===== src/rtl/nn_sample_sequencer_if.sv =====
// rtl/nn_sample_sequencer_if.sv - sample, control and result bundle between the sequencer and the NeuralNetwork
// master = sequencer side, slave = network/host side.
interface nn_sample_sequencer_if #(
  parameter int EPOCH_W = 16
);
  logic               start;
  logic               x_out;
  logic               y_out;
  logic               test_flag;
  logic               nn_reset;
  logic               nn_reset_value;
  logic [1:0]         predicted;
  logic [1:0]         expected;
  logic [1:0]         sample_idx;
  logic [EPOCH_W-1:0] epoch_count;
  logic [2:0]         correct_count;
  logic               busy;
  logic               done;
  logic               pass;
  logic               error;

  modport master (
    input  start, predicted, expected,
    output x_out, y_out, test_flag, nn_reset, nn_reset_value,
           sample_idx, epoch_count, correct_count, busy, done, pass, error
  );

  modport slave (
    output start, predicted, expected,
    input  x_out, y_out, test_flag, nn_reset, nn_reset_value,
           sample_idx, epoch_count, correct_count, busy, done, pass, error
  );
endinterface


===== src/rtl/nn_sample_sequencer.sv =====
// rtl/nn_sample_sequencer.sv - XOR train/test stimulus and scoring controller for the NeuralNetwork block
// Optional NN_SEQ_SHUFFLE_EN: per-epoch LFSR pattern shuffle during training.
module nn_sample_sequencer #(
  parameter int SAMPLE_CYCLES = 8,
  parameter int NUM_EPOCHS    = 1000,
  parameter int EPOCH_W       = 16
) (
  input  logic                  clk,
  input  logic                  reset,
  nn_sample_sequencer_if.master bus
);
  localparam int                 CNT_W      = (SAMPLE_CYCLES > 1) ? $clog2(SAMPLE_CYCLES) : 1;
  localparam logic [CNT_W-1:0]   CNT_LAST   = CNT_W'(SAMPLE_CYCLES - 1);
  localparam logic [EPOCH_W-1:0] EPOCH_LAST = EPOCH_W'(NUM_EPOCHS);

  typedef enum logic [2:0] {S_IDLE, S_INIT, S_TRAIN, S_TEST, S_DONE} state_t;

  state_t             r_state, w_state_next;
  logic [CNT_W-1:0]   r_cnt, w_cnt_next;
  logic [1:0]         r_idx, w_idx_next;
  logic [EPOCH_W-1:0] r_epoch, w_epoch_next;
  logic [2:0]         r_correct, w_correct_next;
  logic               r_error, w_error_next;

  logic r_x, r_y, r_test, r_nn_reset, r_nn_reset_value, r_busy, r_done, r_pass;
  logic w_x_next, w_y_next, w_test_next, w_nn_reset_next, w_nn_reset_value_next;
  logic w_busy_next, w_done_next, w_pass_next;

  logic       w_wrap;
  logic       w_epoch_done;
  logic [1:0] w_xor_code;
  logic [1:0] w_mask;
  logic [1:0] w_order_next;

  assign w_wrap       = (r_cnt == CNT_LAST);
  assign w_epoch_done = (r_state == S_TRAIN) && w_wrap && (r_idx == 2'd3);
  assign w_xor_code   = {r_idx[1] ^ r_idx[0], ~(r_idx[1] ^ r_idx[0])};

`ifdef NN_SEQ_SHUFFLE_EN
  logic [7:0] r_lfsr, w_lfsr_next;

  always_comb begin
    w_lfsr_next = r_lfsr;
    if (r_state == S_INIT) begin
      w_lfsr_next = 8'hA5;
    end else if (w_epoch_done) begin
      w_lfsr_next = {r_lfsr[6:0], r_lfsr[7] ^ r_lfsr[5] ^ r_lfsr[4] ^ r_lfsr[3]};
    end
  end

  always_ff @(posedge clk) begin
    if (reset) r_lfsr <= 8'hA5;
    else       r_lfsr <= w_lfsr_next;
  end

  // Shuffle only training; the test pass always walks 00,01,10,11.
  assign w_mask = (w_state_next == S_TRAIN) ? w_lfsr_next[1:0] : 2'b00;
`else
  assign w_mask = 2'b00;
`endif

  always_comb begin
    w_state_next   = r_state;
    w_cnt_next     = r_cnt;
    w_idx_next     = r_idx;
    w_epoch_next   = r_epoch;
    w_correct_next = r_correct;
    w_error_next   = r_error;
    case (r_state)
      S_IDLE: begin
        if (bus.start) w_state_next = S_INIT;
      end
      S_INIT: begin
        w_cnt_next     = '0;
        w_idx_next     = 2'd0;
        w_epoch_next   = '0;
        w_correct_next = 3'd0;
        w_error_next   = 1'b0;
        w_state_next   = S_TRAIN;
      end
      S_TRAIN: begin
        w_cnt_next = w_wrap ? '0 : r_cnt + CNT_W'(1);
        if (w_wrap) begin
          w_idx_next = r_idx + 2'd1;
          if (r_idx == 2'd3) begin
            w_epoch_next = r_epoch + EPOCH_W'(1);
            if (w_epoch_next == EPOCH_LAST) w_state_next = S_TEST;
          end
        end
      end
      S_TEST: begin
        w_cnt_next = w_wrap ? '0 : r_cnt + CNT_W'(1);
        if (w_wrap) begin
          w_idx_next = r_idx + 2'd1;
          if ((bus.predicted == bus.expected) && (bus.predicted != 2'b00)) begin
            w_correct_next = r_correct + 3'd1;
          end
          if (bus.expected != w_xor_code) w_error_next = 1'b1;
          if (r_idx == 2'd3) w_state_next = S_DONE;
        end
      end
      S_DONE: begin
        if (bus.start) w_state_next = S_INIT;
      end
      default: w_state_next = S_IDLE;
    endcase
  end

  // Outputs are registered from the next state so they line up with the state they describe.
  always_comb begin
    w_order_next          = w_idx_next ^ w_mask;
    w_x_next              = 1'b0;
    w_y_next              = 1'b0;
    w_test_next           = 1'b0;
    w_nn_reset_next       = 1'b1;
    w_nn_reset_value_next = 1'b0;
    w_busy_next           = 1'b0;
    w_done_next           = 1'b0;
    w_pass_next           = 1'b0;
    case (w_state_next)
      S_INIT: begin
        w_nn_reset_value_next = 1'b1;
        w_busy_next           = 1'b1;
      end
      S_TRAIN, S_TEST: begin
        w_x_next        = w_order_next[1];
        w_y_next        = w_order_next[0];
        w_test_next     = (w_state_next == S_TEST);
        w_nn_reset_next = 1'b0;
        w_busy_next     = 1'b1;
      end
      S_DONE: begin
        w_done_next = 1'b1;
        w_pass_next = (w_correct_next == 3'd4);
      end
      default: ;
    endcase
  end

  always_ff @(posedge clk) begin
    if (reset) begin
      r_state          <= S_IDLE;
      r_cnt            <= '0;
      r_idx            <= 2'd0;
      r_epoch          <= '0;
      r_correct        <= 3'd0;
      r_error          <= 1'b0;
      r_x              <= 1'b0;
      r_y              <= 1'b0;
      r_test           <= 1'b0;
      r_nn_reset       <= 1'b1;
      r_nn_reset_value <= 1'b0;
      r_busy           <= 1'b0;
      r_done           <= 1'b0;
      r_pass           <= 1'b0;
    end else begin
      r_state          <= w_state_next;
      r_cnt            <= w_cnt_next;
      r_idx            <= w_idx_next;
      r_epoch          <= w_epoch_next;
      r_correct        <= w_correct_next;
      r_error          <= w_error_next;
      r_x              <= w_x_next;
      r_y              <= w_y_next;
      r_test           <= w_test_next;
      r_nn_reset       <= w_nn_reset_next;
      r_nn_reset_value <= w_nn_reset_value_next;
      r_busy           <= w_busy_next;
      r_done           <= w_done_next;
      r_pass           <= w_pass_next;
    end
  end

  assign bus.x_out          = r_x;
  assign bus.y_out          = r_y;
  assign bus.test_flag      = r_test;
  assign bus.nn_reset       = r_nn_reset;
  assign bus.nn_reset_value = r_nn_reset_value;
  assign bus.sample_idx     = r_idx;
  assign bus.epoch_count    = r_epoch;
  assign bus.correct_count  = r_correct;
  assign bus.busy           = r_busy;
  assign bus.done           = r_done;
  assign bus.pass           = r_pass;
  assign bus.error          = r_error;
endmodule


===== src/flat_wrapper.sv =====
// flat-port wrapper written by rule: the top's interface ports become plain ports
module nn_sample_sequencer_flat 
#(
  parameter int SAMPLE_CYCLES = 8,
  parameter int NUM_EPOCHS    = 1000,
  parameter int EPOCH_W       = 16
)
  (clk, reset, bus_start, bus_predicted, bus_expected, bus_x_out, bus_y_out, bus_test_flag, bus_nn_reset, bus_nn_reset_value, bus_sample_idx, bus_epoch_count, bus_correct_count, bus_busy, bus_done, bus_pass, bus_error);
  nn_sample_sequencer_if #(.EPOCH_W(EPOCH_W)) bus_i ();
  input  logic clk;
  input  logic reset;
  input wire logic [$bits(bus_i.start)-1:0] bus_start;
  input wire logic [$bits(bus_i.predicted)-1:0] bus_predicted;
  input wire logic [$bits(bus_i.expected)-1:0] bus_expected;
  output wire logic [$bits(bus_i.x_out)-1:0] bus_x_out;
  output wire logic [$bits(bus_i.y_out)-1:0] bus_y_out;
  output wire logic [$bits(bus_i.test_flag)-1:0] bus_test_flag;
  output wire logic [$bits(bus_i.nn_reset)-1:0] bus_nn_reset;
  output wire logic [$bits(bus_i.nn_reset_value)-1:0] bus_nn_reset_value;
  output wire logic [$bits(bus_i.sample_idx)-1:0] bus_sample_idx;
  output wire logic [$bits(bus_i.epoch_count)-1:0] bus_epoch_count;
  output wire logic [$bits(bus_i.correct_count)-1:0] bus_correct_count;
  output wire logic [$bits(bus_i.busy)-1:0] bus_busy;
  output wire logic [$bits(bus_i.done)-1:0] bus_done;
  output wire logic [$bits(bus_i.pass)-1:0] bus_pass;
  output wire logic [$bits(bus_i.error)-1:0] bus_error;
  assign bus_i.start = bus_start;
  assign bus_i.predicted = bus_predicted;
  assign bus_i.expected = bus_expected;
  assign bus_x_out = bus_i.x_out;
  assign bus_y_out = bus_i.y_out;
  assign bus_test_flag = bus_i.test_flag;
  assign bus_nn_reset = bus_i.nn_reset;
  assign bus_nn_reset_value = bus_i.nn_reset_value;
  assign bus_sample_idx = bus_i.sample_idx;
  assign bus_epoch_count = bus_i.epoch_count;
  assign bus_correct_count = bus_i.correct_count;
  assign bus_busy = bus_i.busy;
  assign bus_done = bus_i.done;
  assign bus_pass = bus_i.pass;
  assign bus_error = bus_i.error;
  nn_sample_sequencer #(.SAMPLE_CYCLES(SAMPLE_CYCLES), .NUM_EPOCHS(NUM_EPOCHS), .EPOCH_W(EPOCH_W)) u_core (.clk(clk), .reset(reset), .bus(bus_i));
endmodule

===== config.mk =====
export PLATFORM = sky130hd
export DESIGN_NAME = nn_sample_sequencer_flat
export DESIGN_NICKNAME = d
export VERILOG_FILES = /design/src/rtl/nn_sample_sequencer_if.sv /design/src/rtl/nn_sample_sequencer.sv /design/src/flat_wrapper.sv
export SDC_FILE = /design/constraint.sdc
export NUM_CORES = 1
export LEC_CHECK = 0
export CAP_MARGIN = 20
export CORE_MARGIN = 1
export CORE_UTILIZATION = 58
export CTS_BUF_LIST = sky130_fd_sc_hd__clkbuf_4
export DETAILED_ROUTE_END_ITERATION = 6
export HOLD_SLACK_MARGIN = 0.08
export PLACE_DENSITY = 0.88
export SYNTH_ARGS = -nofsm -noshare
export SYNTH_HDL_FRONTEND = slang
export SYNTH_SLANG_ARGS = --single-unit

===== constraint.sdc =====
create_clock -name clk -period 3.4 [get_ports clk]
set_input_delay 0.51 -clock clk [delete_from_list [all_inputs] [get_ports clk]]
set_output_delay 0.51 -clock clk [all_outputs]
set_load 0.01 [all_outputs]

==> summary.md, run 1 <==
| Metric | Value |
|---|---|
| Worst EP required | 3.64 ns |
| Latest clock arrival within the worst-skew pair | 0.35 ns |
| Startpoint Class | flop |
| Reg clk slew, reported paths | 0.11 ns |
| Clock Path Buffers | 2 |
| Site Rows | 20 |
| Min cycle time layout | 2.47 ns |
| Synthesis-to-layout area growth | 22.4% |
| Post-synthesis average cell area | 8.24 um^2 |
| All-Layer GR Usage | 0.294 |
| Synth Net Count | 249 |
| Metal2 WL | 2100 um |
| Switching part of the total power | 0.242 |
| Total of max-cap violations | 0 |
| Die width | 60.0 um |
| Ant diodes | 0 |
| Initial drt markers | 143 |
| Cell Count, Final, Fillers Out | 312 |
| Post-synth EDFFs | 0 |
| CTS resizes | 0 |
| Seq/Total Area, Yosys | 0.369 |
| Final wirelength | 4650 um |
| Largest family of logic cells by synthesized area | simple AND/OR/NAND/NOR gates |
| Die area | 0.00360 mm^2 |
| Crit path capture type | flop |
| Cell Area, Placed | 0.00231 mm^2 |
| RSZ-0062 raised after global routing | no |
| Routability cong. | 0.874 |
| GR Overflow Total | 0 |
| Run status | completed |
| Antenna violations before repair | 0 |
| Fin Setup TNS | 0 ns |
| Largest net degree at the start of global routing | 34 |
| Clock Skews | 0.0101 ns |
| H-tree depth | 2 |
| Pre-antenna DRT Iters | 5 |
| Clock power frac | 0.383 |
| Leak pwr | 0.816 nW |
| Cts bufs inserted | 5 |
| Comb pwr share | 0.071 |
| I/O Pins | 37 |
| Peak VDD IR | 0.292 mV |
| Root Buffer | clkbuf_4 |
| Final hold vios | 0 |
| Layout cell share with drive strength beyond 1 | 0.0933 |
| Post-Syn Instances | 237 |
| Yosys warns | 0 |
| Relative slew slack | 0.665 |
| Starting density of the core | 0.624 |
| Max Slew Vio Count | 0 |
| Async set-reset flop share out of synthesis | 0 |
| Routed met1 length | 2110 um |
| Clock Sinks | 36 |
| Commonest cells after routing, fill and taps aside | clkdlybuf4s50_1 (36), dfxtp_1 (36), nor2_1 (30), nand2_1 (23), a21oi_1 (16) |
| Sequential share of power | 0.546 |
| Crit path arrival time | 2.71 ns |
| Hold WC Path Type | flop to flop |
| Fin nets | 279 |
| Post-Synth XOR/XNOR Area | 0.0179 |
| Core footprint | 0.00313 mm^2 |
| Final hold slack | 0.528 ns |
| Final antenna-violating net count | 0 |
| Mapped cell area | 0.00195 mm^2 |
| Drt drc | 0 |
| Mux cell area share after synthesis | 0.0115 |
| Compound-Gate Fraction of Synth Area | 0.209 |
| Least-Margin Pin Slew | 0.501 ns |
| CTS tree | built |
| Uppermost layer routed | met4 |
| Worst Path Class, Setup | flop to flop |
| Placed insts | 304 |
| Power Dens Cells | 334 mW/mm^2 |
| Final HPWL DP | 3190 um |
| First-pass GRT wire length | 7830 um |
| Fin util | 0.764 |
| Vias per inst | 6.19 |
| FMAX | 0.405 GHz |
| Post-synthesis adder-cell area fraction | 0.0321 |
| Final period util | 0.726 |
| Synth Register Bits | 36 |
| Hold buffer count at cts | 0 |
| Post-CTS Repair Setup Buffers | 0 |
| Setup-failing EPs final | 0 |
| Int Pwr | 0.605 mW |
| Final instance area | 0.00239 mm^2 |
| DR WL/cell | 14.9 um |
| Simple-Gate Fraction of Synth Area | 0.310 |
| Netlist cell types | 57 |
| Die Height | 60.0 um |
| Max FO, Critical Path | 11 |
| Switch Pwr | 0.193 mW |
| Met3 WL | 388 um |
| Ys flop type | dfxtp_1 |
| Vias in the first global route | 1699 |
| Routed via count | 1931 |
| I/O Buffers | 36 |
## worst max-delay path, stage by stage (launching register included)
cell and delay (ns):
dfxtp_1 0.38, ha_1 0.16, ha_1 0.35, nand2_1 0.19
or3_1 0.56, nand2_1 0.31, o21ai_0 0.14, a22oi_1 0.20
nor2_1 0.06
## area by class of cell
class,count,area (um^2)
Clock buffer,5,37.5
Clock inverter,3,42.5
Fill cell,231,738
Inverter,7,26.3
Multi-Input combinational cell,179,1130
Sequential cell,36,721
Tap cell,44,55.1
Timing Repair Buffer,38,375
## final timing paths
| kind | to | slack, ns | from | cells past startpoint |
|---|---|---|---|---|
| max | u_core.bus.epoch_count[13] | 0.93 | u_core.r_cnt[0] | 8 |
| min | u_core.r_cnt[1] | 0.53 | u_core.r_cnt[1] | 2 |
| max reg2reg | u_core.bus.epoch_count[13] | 0.93 | u_core.r_cnt[0] | 8 |
| min reg2reg | u_core.r_cnt[1] | 0.53 | u_core.r_cnt[1] | 2 |
## power groups by stage
stage               Sequential [mW]  Clock [mW]  Combinational, mW
finish                        0.436       0.306             0.0568
global route                  0.438       0.326             0.0628
CTS                           0.436       0.308             0.0562
detailed placement            0.446           0             0.0560
global placement              0.445           0             0.0553
floorplan                     0.442           0             0.0376
## metal layers
metal  global-route usage  vias to the layer above
li1                     -                      935
met1                0.409                      893
met2                0.438                       99
met3               0.0606                        4
met4                0.130                        0
met5                    0                        -
## cells in the mapped netlist, types with 3 or more instances
library cell	number	area (um^2)
nand3_1	10	50.1
nor2_1	30	113
xnor2_1	3	26.3
a32oi_1	3	26.3
dfxtp_1	36	721
nand4b_1	3	26.3
clkbuf_1	11	41.3
nand2b_1	3	18.8
a41oi_1	3	26.3
nor2b_1	3	18.8
nor3_1	9	45.0
a21oi_1	16	80.1
ha_1	5	62.6
a31oi_1	3	18.8
nand2_1	23	86.3
o21ai_0	11	55.1
inv_1	7	26.3
a22oi_1	6	45.0
a311oi_1	7	61.3
## state kept, by name, indices dropped and copies added (netlist names), 2 cells and up
register	cells
u_core.bus.epoch_count	16
u_core.r_state	3
u_core.bus.correct_count	3
u_core.r_cnt	3
u_core.bus.sample_idx	2
## cell families (layout without fill, tap and decap cells)
group | after synthesis | after routing
adder cells (fa/ha/maj) | 5 | 5
XOR/XNOR | 4 | 4
multiplexers | 2 | 2
flip-flops | 36 | 36
AND/OR/NAND/NOR | 107 | 107
AO/OA/AOI/OAI | 61 | 61
buffers and inverters | 22 | 53
## per-stage QoR
stage               setup WS, ns  power, mW
floorplan                   1.40      0.479
global placement            1.08      0.501
detailed placement          1.01      0.502
CTS                        0.986      0.800
global route               0.736      0.826
finish                     0.932      0.799
Note: power is estimated with default switching activity, not from simulation.
==> run 2: changes to the inputs <==
CORE_UTILIZATION = 48   (was 58)
PLACE_DENSITY = 0.77   (was 0.88)
clock period = 2.15 ns   (was 3.4 ns; I/O delays follow)
==> summary.md, run 2 (synthesized netlist as in run 1, its figures left out) <==
| Metric | Value |
|---|---|
| RSZ-0062 raised after global routing | no |
| Clock Path Buffers | 2 (unchanged) |
| Die Height | 65.8 um (+9.6%) |
| Final hold vios | 0 (unchanged) |
| Latest clock arrival within the worst-skew pair | 0.36 ns (about the same) |
| FMAX | 0.501 GHz (+24%) |
| DR WL/cell | 14.0 um (-6.1%) |
| Largest net degree at the start of global routing | 34 (unchanged) |
| Startpoint Class | flop |
| Final HPWL DP | 3310 um (+3.9%) |
| I/O Buffers | 36 (unchanged) |
| Die area | 0.00433 mm^2 (+20%) |
| Min cycle time layout | 2.00 ns (-0.470 ns) |
| I/O Pins | 37 (unchanged) |
| Root Buffer | clkbuf_4 |
| Antenna violations before repair | 0 (unchanged) |
| Total of max-cap violations | 0 (unchanged) |
| Clock Skews | 0.0179 ns (+0.00788 ns) |
| Final antenna-violating net count | 0 (unchanged) |
| Layout cell share with drive strength beyond 1 | 0.157 (+0.0635) |
| Power Total | 1.28 mW (+61%) |
| H-tree depth | 2 (unchanged) |
| Routability cong. | 0.877 (+0.32%) |
| Multi-input gate area in the final layout | 0.00113 mm^2 (+0.22%) |
| Setup-failing EPs final | 0 (unchanged) |
| Routed via count | 1930 (-0.052%) |
| CTS tree | built |
| Clock Sinks | 36 (unchanged) |
| Site Rows | 22 (+10%) |
| Max FO, Critical Path | 6 (-5) |
| Peak VDD IR | 0.354 mV (+21%) |
| Final hold slack | 0.535 ns (+0.00740 ns) |
| Die width | 65.8 um (+9.6%) |
| R2R setup slack | 0.15 ns (-0.78 ns) |
| Hold WC Path Type | flop to flop |
| Worst Path Class, Setup | flop to flop |
| Largest register FFs | 16 (unchanged) |
| Crit path arrival time | 2.29 ns (-0.42 ns) |
| Cell Count, Final, Fillers Out | 335 (+7.4%) |
| Cell Area, Placed | 0.00246 mm^2 (+6.4%) |
| Post-CTS Repair Setup Buffers | 0 (unchanged) |
| Least-Margin Pin Slew | 0.482 ns (-0.0197 ns) |
| Worst-path cell chain | ha_2, nand3_2, o21ai_0, and3_1, o32ai_1, or4_4, o21ai_2 |
| Vias per inst | 5.76 (-6.9%) |
| Drt drc | 0 (unchanged) |
| Reg clk slew, reported paths | 0.12 ns (about the same) |
| Max incr delay on CP | 0.54 ns (-0.02 ns) |
| Crit path capture type | flop |
| Final instance area | 0.00254 mm^2 (+6.3%) |
| Ant diodes | 0 (unchanged) |
| Pre-antenna DRT Iters | 4 (-1) |
| Slowest cell on crit path | or4_4 |
| Final wirelength | 4690 um (+0.86%) |
| GR Overflow Total | 0 (unchanged) |
| Fin nets | 298 (+6.8%) |
| Crit-path leading delay family | simple AND/OR/NAND/NOR gates |
| Leak pwr | 0.916 nW (+12%) |
| Filler cells | 328 (+42%) |
| Synthesis-to-layout area growth | 30.1% |
| Core footprint | 0.00377 mm^2 (+21%) |
| Worst Path Buf+Inv | 0 (unchanged) |
| Final period util | 0.929 (+0.203) |
| All-Layer GR Usage | 0.239 (-0.0550) |
| Initial drt markers | 225 (+57%) |
| Cts bufs inserted | 5 (unchanged) |
| First-pass GRT wire length | 7900 um (+0.88%) |
| Run status | completed |
| Worst EP required | 2.44 ns (-1.20 ns) |
| Register area | 721 um^2 (unchanged) |
| Power Dens Cells | 506 mW/mm^2 (+51%) |
| Vias in the first global route | 1705 (+0.35%) |
| Starting density of the core | 0.518 (-0.106) |
| Relative slew slack | 0.678 (+0.0124) |
| Fin Setup TNS | 0 ns (unchanged) |
| Max Slew Vio Count | 0 (unchanged) |
| Placed insts | 327 (+7.6%) |
| Commonest cells after routing, fill and taps aside | clkdlybuf4s50_1 (36), dfxtp_1 (36), nor2_1 (30), nand2_1 (23), buf_4 (21) |
-- run 2: cell types whose count changed in the layout (fill, tap and decap cells not counted) --
cell,before,now
clkbuf_4,5,6
clkinvlp_4,1,0
ha_1,5,4
buf_4,2,21
ha_2,0,1
-- run 2: layout make-up --
type,instances,area share
timing repair buffer,57,0.204
clock buffer,6,0.0177
multi-input combinational,179,0.447
sequential,36,0.284
tap,48,0.0236
clock inverter,2,0.0138
inverter,7,0.0103
-- run 2: path summary, 6_finish.rpt --
path | start | end | cells after the start
min reg2reg | u_core.r_cnt[2] | u_core.r_cnt[2] | 2
min | u_core.r_cnt[2] | u_core.r_cnt[2] | 2
max | u_core.bus.epoch_count[1] | u_core.r_state[0] | 7
max reg2reg | u_core.bus.epoch_count[1] | u_core.r_state[0] | 7
-- run 2: report_power, final --
| group | switching [mW] | internal (mW) |
|---|---|---|
| clock | 0.242 | 0.256 |
| combinational | 0.0591 | 0.0424 |
| sequential | 0.00815 | 0.676 |
| total | 0.309 | 0.975 |
-- run 2: per-layer routing --
layer | part of all wire | wire [um] | vias up | track usage
met4 | 0.018 | 85 | 0 | 0.101
met1 | 0.48 | 2230 | 885 | 0.334
met3 | 0.056 | 265 | 9 | 0.0483
met2 | 0.45 | 2110 | 65 | 0.355
li1 | - | - | 971 | -
met5 | 0 | 0 | - | 0
-- run 2: tightest hold or removal path: cells and delay by family (launching register included) --
family | cells | cell delay (ns)
AOI/OAI and AO/OA | 1 | 0.08
DFF | 1 | 0.35
and+or+nand+nor | 1 | 0.07
-- run 2: through the flow --
stage	utilization	worst slack [ns]
CTS	0.673	0.129
finish	0.674	0.153
floorplan	-	0.145
global placement	0.652	0.115
detailed placement	0.652	0.0732
global route	0.674	0.0352
-- run 2: repair_timing --
action	CTS	global route
gates resized for setup	0	1
endpoints found under the setup margin	0	1
hold buffers	0	0
==> edit (settings of run 2) <==
The 5 states of `state_t` get a one-hot encoding in 5 bits.
--- a/src/rtl/nn_sample_sequencer.sv
+++ b/src/rtl/nn_sample_sequencer.sv
@@ -13,7 +13,7 @@
   localparam logic [CNT_W-1:0]   CNT_LAST   = CNT_W'(SAMPLE_CYCLES - 1);
   localparam logic [EPOCH_W-1:0] EPOCH_LAST = EPOCH_W'(NUM_EPOCHS);
 
-  typedef enum logic [2:0] {S_IDLE, S_INIT, S_TRAIN, S_TEST, S_DONE} state_t;
+  typedef enum logic [4:0] {S_IDLE = 5'b00001, S_INIT = 5'b00010, S_TRAIN = 5'b00100, S_TEST = 5'b01000, S_DONE = 5'b10000} state_t;
 
   state_t             r_state, w_state_next;
   logic [CNT_W-1:0]   r_cnt, w_cnt_next;
Behaviour: same outputs for any inputs over 10 cycles, from zero or initial values and one cycle with reset high; not proved beyond that.
==> edit against run 2 <==
  * Setup slack better by 0.013 ns
  * Die area up 6.4%
  * Count of clock-buffer cells in the layout shrank 1
  * Critical path depth decreased by 1
  * Sequential cell count up 2
  * Routed wire length is 6.6% higher
  * Total power is 9.7% lower
  * Area after synthesis increased by 6.6%
  * Cell area is 0.59% higher
==> edit: results (changes against run 2) <==
outcome=complete, no violations; n_diodes=0 (unchanged); ys flop type=dfxtp_1; DR iter-0 viols=186 (-17%); Pleak=0.9199 nW (+0.37%); WL final=5000 µm (+6.6%); Crit path max-delay family=compound AO/OA/AOI/OAI gates; Clock Pin Slew Worst Setup and Hold Paths=between 0.1 and 0.15 ns; reg-to-reg critical path startpoint=u_core.bus.epoch_count[0]; Worst VDD drop=0.3254 mV (-8.1%); GRT Overall Usage=23.91% (about the same); first-pass GRT wire length=8245 µm (+4.4%); Area contributors post-synth=dfxtp_1, nand2_1, a21oi_1, nor2_1, nand3_1; input/output buffers=36 (unchanged); yosys warns=0 (unchanged); sequential area share after synthesis=36.56% (-0.36 points); asr flop ratio synth=0% (unchanged); worst slew pin tran=0.5372 ns (+0.05552 ns); Final GP Congestion=0.8978 (+2.3%); Final HPWL DP=3568 µm (+7.7%); Placed Area=2501 µm² (+1.8%); fraction of layout cells with a size suffix above 1=11.34% (-4.3 points); DR vias=2023 (+4.8%); PostCTS Resize Cnt=0 (unchanged); Slowest-stage cell, CP=o41a_1; xor/xnor share of the synthesized area=1.263% (-0.53 points); Post-Syn Nets=262 (+5.2%); largest net degree at the start of global routing=36 (+5.9%); H-tree depth=2 (unchanged); WP data arrival=2.22 ns (-0.07 ns); multiplexer area fraction after synthesis=2.044% (+0.89 points); vias in the first global route=1783 (+4.6%); post-synthesis compound-gate area fraction=21.41% (+0.51 points); CP peak stage delay=0.42 ns (-0.12 ns); Adder-Cell Fraction of Synth Area=3.007% (-0.20 points); most common library cells after synthesis=dfxtp_1, nand2_1, nor2_1; number of nets in the layout=302 (+1.3%); worst min-delay path startpoint=u_core.r_cnt[1]; critical path peak fanout=5 (-1); Clock Skew=0.01552 ns (-0.002432 ns)
-- edit: cell types whose count changed in the layout (fill, tap and decap cells not counted), sizes merged, moves of 5 or more --
cell / before / now
a22oi: 6 / 1
a31oi: 3 / 8
and3: 2 / 7
buf: 21 / 12
nand2: 23 / 28
nor2: 31 / 24
nor2b: 3 / 8
nor3: 10 / 4
-- edit: worst min-delay path, stage by stage, from the launching register on --
cell,delay (ns)
dfxtp_1,0.33
nand3_1,0.06
a21oi_1,0.06
-- edit: final timing paths --
check                 endpoint  cells after the start  slack (ns)
max          u_core.r_state[2]                      6        0.17
min            u_core.r_cnt[1]                      2        0.49
min reg2reg    u_core.r_cnt[1]                      2        0.49
max reg2reg  u_core.r_state[2]                      6        0.17
-- edit: final cells by class --
type,instances,area (µm²)
fillers,383,1531
multi-input cells,194,1216
flip-flops and latches,38,760.7
repair buffers,48,450.4
well taps,50,62.56
clock buffers,5,37.54
clock inverters,3,16.27
inverters,3,11.26
-- edit: cells by family after synthesis --
kind of cell | after synthesis
buf+inv | 18
simple gates | 116
mux | 4
fa+ha+maj | 5
compound gates | 66
xor+xnor | 3
flops | 38
-- edit: power breakdown --
group	total [W]	switching (W)	internal (W)	leakage (nW)
registers	0.000716	0.00000494	0.000711	0.307
clock network	0.000374	0.000252	0.000122	0.0286
logic	0.0000698	0.0000372	0.0000326	0.584
total	0.00116	0.000294	0.000865	0.920
-- edit: metrics by stage --
step | setup slack, ns | std cells
3_3_place_gp | 0.1000 | 333
4_1_cts | 0.1644 | 341
3_5_place_dp | 0.06585 | 333
6_report | 0.1656 | 341
2_1_floorplan | 0.02377 | 250
5_1_grt | 0.05999 | 341
-- edit: routing by layer --
metal	wire (µm)	GRT usage (%)
met5	0	0
met4	74	8.333
met3	227	5.667
met2	2429	42.33
met1	2268	27.95
